<file path="config.mk">
export PLATFORM = sky130hd
export DESIGN_NAME = regfile_wr_arbiter
export DESIGN_NICKNAME = d
export VERILOG_FILES = /design/src/rtl/regfile_wr_arbiter.sv
export SDC_FILE = /design/constraint.sdc
export NUM_CORES = 1
export LEC_CHECK = 0
export CORE_UTILIZATION = 25
export CTS_CLUSTER_DIAMETER = 150
export DETAILED_ROUTE_END_ITERATION = 10
export PLACE_DENSITY = 0.59
export SLEW_MARGIN = 40
export SYNTH_ARGS = -nofsm -noshare
export SYNTH_HDL_FRONTEND = slang
export SYNTH_SLANG_ARGS = --single-unit
</file>
<file path="constraint.sdc">
create_clock -name clk -period 5.3 [get_ports clk]
set_clock_uncertainty 0.2 [all_clocks]
set_input_delay 0.53 -clock clk [delete_from_list [all_inputs] [get_ports clk]]
set_output_delay 0.53 -clock clk [all_outputs]
set_load 0.01 [all_outputs]
</file>
<file path="src/rtl/regfile_wr_arbiter.sv">
// Round-robin arbiter for the shared register-file write port, with a hardware
// clear sweep that writes zero to every register on demand.
module regfile_wr_arbiter #(
  parameter int unsigned NREQ   = 3,
  parameter int unsigned ADDR_W = 3,
  parameter int unsigned DATA_W = 64
) (
  input  logic                     clk,
  input  logic                     reset,
  input  logic [NREQ-1:0]          req_valid,
  input  logic [NREQ*ADDR_W-1:0]   req_addr,
  input  logic [NREQ*DATA_W-1:0]   req_data,
  output logic [NREQ-1:0]          req_ready,
  input  logic                     clear_start,
  output logic                     clear_busy,
  output logic                     clear_done,
  output logic [ADDR_W-1:0]        rf_waddr,
  output logic [DATA_W-1:0]        rf_wdata,
  output logic                     rf_wena,
  output logic [1:0]               grant_id
);

  typedef enum logic [0:0] {StIdle, StClear} state_e;

  state_e              r_state, w_state_nxt;
  logic [2:0]          r_cnt;
  logic [1:0]          r_ptr;
  logic [ADDR_W-1:0]   r_waddr;
  logic [DATA_W-1:0]   r_wdata;
  logic                r_wena;
  logic [1:0]          r_gid;
  logic                r_done;

  logic [ADDR_W-1:0]   w_addr_arr [NREQ];
  logic [DATA_W-1:0]   w_data_arr [NREQ];
  logic                w_found;
  logic [1:0]          w_win;
  logic [1:0]          w_idx;
  logic [1:0]          w_ptr_nxt;
  logic                w_xfer;
  logic                w_sweep_last;

  for (genvar g = 0; g < NREQ; g++) begin : g_unpack
    assign w_addr_arr[g] = req_addr[g*ADDR_W +: ADDR_W];
    assign w_data_arr[g] = req_data[g*DATA_W +: DATA_W];
  end

  // First valid requester scanning upward from the round-robin pointer.
  always_comb begin
    w_found = 1'b0;
    w_win   = 2'd0;
    w_idx   = 2'd0;
    for (int unsigned k = 0; k < NREQ; k++) begin
      w_idx = 2'((32'(r_ptr) + k) % NREQ);
      if (!w_found && req_valid[w_idx]) begin
        w_found = 1'b1;
        w_win   = w_idx;
      end
    end
  end

  assign w_ptr_nxt    = (w_win == 2'(NREQ - 1)) ? 2'd0 : w_win + 2'd1;
  assign w_xfer       = |req_ready;
  // Counter has wrapped past 7, so the last sweep write is on the port now.
  assign w_sweep_last = (r_cnt == 3'd0);

  always_ff @(posedge clk or negedge reset) begin
    if (!reset) begin
      r_state <= StIdle;
    end else begin
      r_state <= w_state_nxt;
    end
  end

  always_comb begin
    w_state_nxt = r_state;
    case (r_state)
      StIdle:  if (clear_start)  w_state_nxt = StClear;
      StClear: if (w_sweep_last) w_state_nxt = StIdle;
      default: w_state_nxt = StIdle;
    endcase
  end

  always_comb begin
    req_ready  = '0;
    clear_busy = (r_state == StClear);
    if (reset && (r_state == StIdle) && !clear_start && w_found) begin
      req_ready[w_win] = 1'b1;
    end
  end

  always_ff @(posedge clk or negedge reset) begin
    if (!reset) begin
      r_cnt   <= 3'd0;
      r_ptr   <= 2'd0;
      r_waddr <= '0;
      r_wdata <= '0;
      r_wena  <= 1'b0;
      r_gid   <= 2'd0;
      r_done  <= 1'b0;
    end else begin
      r_wena <= 1'b0;
      r_done <= 1'b0;
      case (r_state)
        StIdle: begin
          if (clear_start) begin
            r_waddr <= '0;
            r_wdata <= '0;
            r_wena  <= 1'b1;
            r_cnt   <= 3'd1;
          end else if (w_xfer) begin
            r_waddr <= w_addr_arr[w_win];
            r_wdata <= w_data_arr[w_win];
            r_wena  <= 1'b1;
            r_gid   <= w_win;
            r_ptr   <= w_ptr_nxt;
          end
        end
        StClear: begin
          if (w_sweep_last) begin
            r_done <= 1'b1;
          end else begin
            r_waddr <= ADDR_W'(r_cnt);
            r_wdata <= '0;
            r_wena  <= 1'b1;
            r_cnt   <= r_cnt + 3'd1;
          end
        end
        default: ;
      endcase
    end
  end

  assign rf_waddr   = r_waddr;
  assign rf_wdata   = r_wdata;
  assign rf_wena    = r_wena;
  assign grant_id   = r_gid;
  assign clear_done = r_done;

endmodule

</file>
# Word level (Yosys, flattened, before mapping)
# Index checks and enable logic that the tools add are counted.
dict set report word_totals {
  reg_bits 77
  inputBits 207
  output_inout_bits 75
  word_cells 83
}
dict set report classes {
  n_addsub 4
  div 3
  n_lt_le_gt_ge 6
  eq_ne 4
  muxes 41
  bitwise_logic 3
  n_reduce_logical 14
}
# op count
set op_table {}
lappend op_table {{64-bit 2-to-1 mux} 5}
lappend op_table {{64-bit binary-select mux with 2-bit select} 1}
lappend op_table {{64-bit case mux with 2 select lines} 1}
lappend op_table {{32-bit by 2-bit remainder unit with 32-bit output (second input constant)} 2}
lappend op_table {{2-bit by 2-bit remainder unit with 32-bit output (second input constant)} 1}
lappend op_table {{3-bit 2-to-1 mux} 8}
lappend op_table {{1-bit 2-to-1 mux} 13}
lappend op_table {{2-bit by 3-bit less-than comparator with 1-bit output (second input constant)} 4}
lappend op_table {{3-bit case mux with 2 select lines} 2}
lappend op_table {{2-bit 2-to-1 mux} 4}
lappend op_table {{1-bit binary-select mux with 2-bit select} 3}
lappend op_table {{3-bit binary-select mux with 2-bit select} 1}
lappend op_table {{1-bit logical AND} 6}
lappend op_table {{2-bit != test (second input constant)} 2}
lappend op_table {{1-bit case mux with 2 select lines} 2}
lappend op_table {{2-bit AND reduction} 2}
lappend op_table {{2-bit by 1-bit adder with 3-bit output (second input constant)} 1}
lappend op_table {{2-bit by 2-bit adder with 3-bit output (second input constant)} 1}
lappend op_table {{3-bit by 1-bit adder with 3-bit output (second input constant)} 1}
lappend op_table {{3-bit greater-or-equal comparator (second input constant)} 1}
lappend op_table {{1-bit zero test} 3}
lappend op_table {{3-bit zero test} 1}
lappend op_table {{3-bit != test (second input constant)} 1}
lappend op_table {{2-bit NOT with 3-bit output} 1}
lappend op_table {{other kinds (7)} 8}

# Logic depth before layout (Yosys ltp)
dict set report logic_depth {
  word_depth 19
  mapped_depth 13
  depth_no_buf 9
}

# Least setup slack after synthesis
# Ideal clock, no wire load.
dict set report synth_timing {
  path_kind {register to output}
  start {register r_ptr[0]}
  end {output port req_ready[1]}
  arrival_ps 2214
  required_ps 4570
  slack_ps 2356
  path_stages_with_launch 12
  path_buffers 4
  cell_sequence {dfrtp_1 -> inv_1 -> ha_1 -> buf_2 -> and3b_1 -> a221o_1 -> nand2b_1 -> o21a_1 -> buf_4 -> buf_6 -> buf_6 -> nor3_1}
}
dict set report synth_via {
  elab_chain_cells 15
  elab_cells_between_ends 28
  classes_between {2 x add/sub; 3 x div; 2 x order compare; 15 x mux; 6 x reduce/logical}
}
# item line
set synth_rtl {}
lappend synth_rtl {{start, declared} 27} ;# logic [1:0] r_ptr;
lappend synth_rtl {{start signal, assigned} 116} ;# r_ptr <= w_ptr_nxt;
lappend synth_rtl {{parallel branches: the longest is 14 deep, another holds 32-bit by 2-bit remainder unit with 32-bit output} n/a}
lappend synth_rtl {{3-bit 2-to-1 mux *} 87} ;# if (reset && (r_state == StIdle) && !clear_start && w_found) begin
lappend synth_rtl {{end, declared} 13} ;# output logic [NREQ-1:0] req_ready,
# Every way passes the cells marked *. The select of a mux whose other input is x is not followed.

# Worst setup path after layout
dict set report layout_timing {
  start {register r_ptr[1]}
  end {output port req_ready[0]}
}
# The elaborated chain is that of the path after synthesis.

==> out/qor.yml <==
max-cap-violations: 0
antenna_found_initial: 0
setup_ws_ps: 1390
dp_hpwl_um: 12000
p_sw_share_pct: 41.9
p_total_w: 0.00364
crit_path_end_kind: "output pin"
timing.setup.tns_ps: 0
portBuffers: 281
crit_path_start_kind: "flip-flop"
cp_num_cells: 7
cts_made_buffers: 9
finalHoldViolCount: 0
slew_viol_final: 0
synth_warnings: 0
clock_sinks: 77
row_count: 49
critPathArrivalTime_ps: 3180
core_area_sq_mm: 0.0181
register_area_sq_mm: 0.00193
final_antenna_net_count: 0
diodes: 0
synth_cells: 470
worst_hold_path_type: "in2async"
p_per_area_mw_per_mm2: 458
fmax_mhz: 256
drt_iter0_drc: 159
path_delay_family: "buffers and inverters"
dieArea_sq_mm: 0.0193
place_area_sq_mm: 0.00767
nets: 940
dp.cells: 945
clock_power_share_pct: 16.6
grt_pass1_wl_um: 24800
synth-seq-area-share_pct: 41.1
die_w_um: 139
grt_setup_unrepaired: "no"
ctsResizeCount: 0
path_class: "reg2out"
drc_errors: 19
drt_wl_total_um: 15600
cp_max_fo: 11
fin_crit_sh_pct: 73.8
grt_pass1_vias: 4791
viasPerCell: 4.79
tightest_slew_ps: 717
clkTransAtPathRegs_ps: 60
place_ws_ps: 1560
reg2reg_depth: 10
crit_path_max_incr_delay_ps: 630
hold_buffers: 0
pwr-share-seq_pct: 23.4
root_buffer: "clkbuf_16"
finalInstanceArea_sq_mm: 0.00796
drt-wirelength-per-cell_um: 16.2
synthFlopType: "dfrtp_1"
violations: "design-rule violations"
drive_gt1_share_pct: 5.19
yosys-top-cells-area: "dfrtp_1 41%, mux2i_1 14%, o21ai_0 7.0%"
critPathBufInv: 2
cts_setup_buffers: 0
slew_headroom_pct: 52.2
multi_input_area_sq_mm: 0.00252
yosysTopAreaCell: "dfrtp_1"
required_ps: 4570
syn-num-nets: 683
cts_tree: "built"
gp_congestion: 0.846
layout.cells.non_filler: 961
ios: 282
crit_chain: "inv_1 > ha_1 > mux2i_2 > mux2i_4 > o32a_1 > nor3_1 > clkdlybuf4s50_1"
ys_seq_elements: 77
fillCellCount: 1764
synth_edf_count: 0
start_util_pct: 25.8
setup_viol: 0
synth.distinct_cells: 45
leakagePower_nw: 3.64
ys_async_sr_fraction_pct: 100
h-tree-depth: 3
synthToLayoutAreaGrowth_pct: 69.8
syn_avg_cell_area_sq_um: 9.97
slowest_stage: "clkdlybuf4s50_1"
layout_min_cycle_time_ps: 3910
outcome: "finished with violations"
grt_start_max_net_pins: 78
grt_overflow: 0
vias: 4606
syn_area_sq_mm: 0.00469
dr.pass1.iters: 8
grt_util_all_layers_pct: 16.3
netlist.area_leader.share_pct: 41.1
clock_path_buffers: 2
clock_latency_ps: 330
switching_power_w: 0.00153
fp.dieH_um: 139
peakVddDrop_mv: 0.258
p_int_w: 0.00212
p_comb_share_pct: 60.0
cells in the final DEF (no fill, tap or decap), drive strengths merged, types with 9 or more instances in the layout:
cell	synthesis	routed
clkdlybuf4s50	0	280
o21ai	70	70
a22o	32	32
nand2	37	37
a211oi	37	37
clkbuf	21	10
a21o	34	34
mux2i	68	68
buf	23	10
dfrtp	77	77
inv	9	9
synthesized netlist by cell type, types with 2 or more instances:
library cell and count:
a211oi_1 37, o31ai_2 3, nor2_1 7, mux2i_1 66, a22o_1 32, buf_4 5
nor3b_1 3, ha_1 6, nand3b_1 3, clkbuf_4 2, nand2_1 37, nand2b_1 5
o21a_1 2, clkbuf_1 19, inv_1 8, and3b_1 2, a21o_1 34, o21bai_1 2
dfrtp_1 77, a21oi_1 4, o21ai_0 66, o21ai_1 4, nor3_1 3, buf_6 4
o22ai_1 7, buf_2 13
kinds of logic (layout without fill, tap and decap cells):
logic type      count (synthesis)  in the layout  share of synthesized area [%]
compound gates                202            202                           29.8
flops                          77             77                           41.1
mux                            70             70                           15.3
simple gates                   62             62                           6.08
buf+inv                        53            315                           6.03
fa+ha+maj                       6              6                           1.60
power groups by stage:
| stage | registers (W) | clock network (W) | logic (W) |
|---|---|---|---|
| global route | 0.000875 | 0.000649 | 0.00239 |
| global placement | 0.000858 | 0 | 0.00214 |
| finish | 0.000854 | 0.000604 | 0.00218 |
| CTS | 0.000857 | 0.000629 | 0.00221 |
| detailed placement | 0.000864 | 0 | 0.00221 |
| floorplan | 0.000908 | 0 | 0.00142 |
worst register-to-register path, delay by kind of cell (launching register included):
family | cells | cell delay [ps]
adders and majority gates | 1 | 460
DFF | 1 | 400
muxes | 2 | 540
AOI/OAI and AO/OA | 5 | 1530
buffers and inverters | 2 | 420
metrics by stage:
step | hold slack [ps] | util [%]
floorplan | 34.4 | -
global placement | 261 | 42.0
detailed placement | 265 | 42.2
CTS | 175 | 43.9
global route | 211 | 43.9
finish | 148 | 43.9
path summary, 6_finish.rpt:
check | startpoint | to | slack, ps
worst max-delay path | r_ptr[1] | req_ready[0] | 1390
worst min-delay path | reset | rf_wdata[46] | 150
worst max register to register | r_ptr[1] | rf_wdata[47] | 1660
worst min register to register | rf_wdata[40] | rf_wdata[40] | 280
max in group asynchronous | reset | rf_wena | 4260
min in group clk | rf_wdata[40] | rf_wdata[40] | 280
state kept, by name, indices dropped and copies added (netlist names):
register	flops
rf_wdata	64
r_ptr	2
grant_id	2
rf_wena	1
clear_done	1
clear_busy	1
rf_waddr	3
r_cnt	3
area by class of cell:
cell class / instances / area share, %
clock buffer: 10 / 2.88
multi-input combinational: 340 / 31.6
clock inverter: 6 / 0.802
timing repair buffer: 290 / 36.5
tap: 229 / 3.60
sequential: 77 / 24.2
inverter: 9 / 0.424
per-layer routing:
| metal | track usage, % | vias to the layer above | part of all wire, % |
|---|---|---|---|
| met1 | 18.2 | 2126 | 40 |
| met2 | 28.5 | 197 | 49 |
| li1 | - | 2268 | - |
| met3 | 5.90 | 15 | 9.0 |
| met5 | 0 | - | 0 |
| met4 | 5.32 | 0 | 1.5 |
No activity file was read; power rests on OpenSTA's default activity.
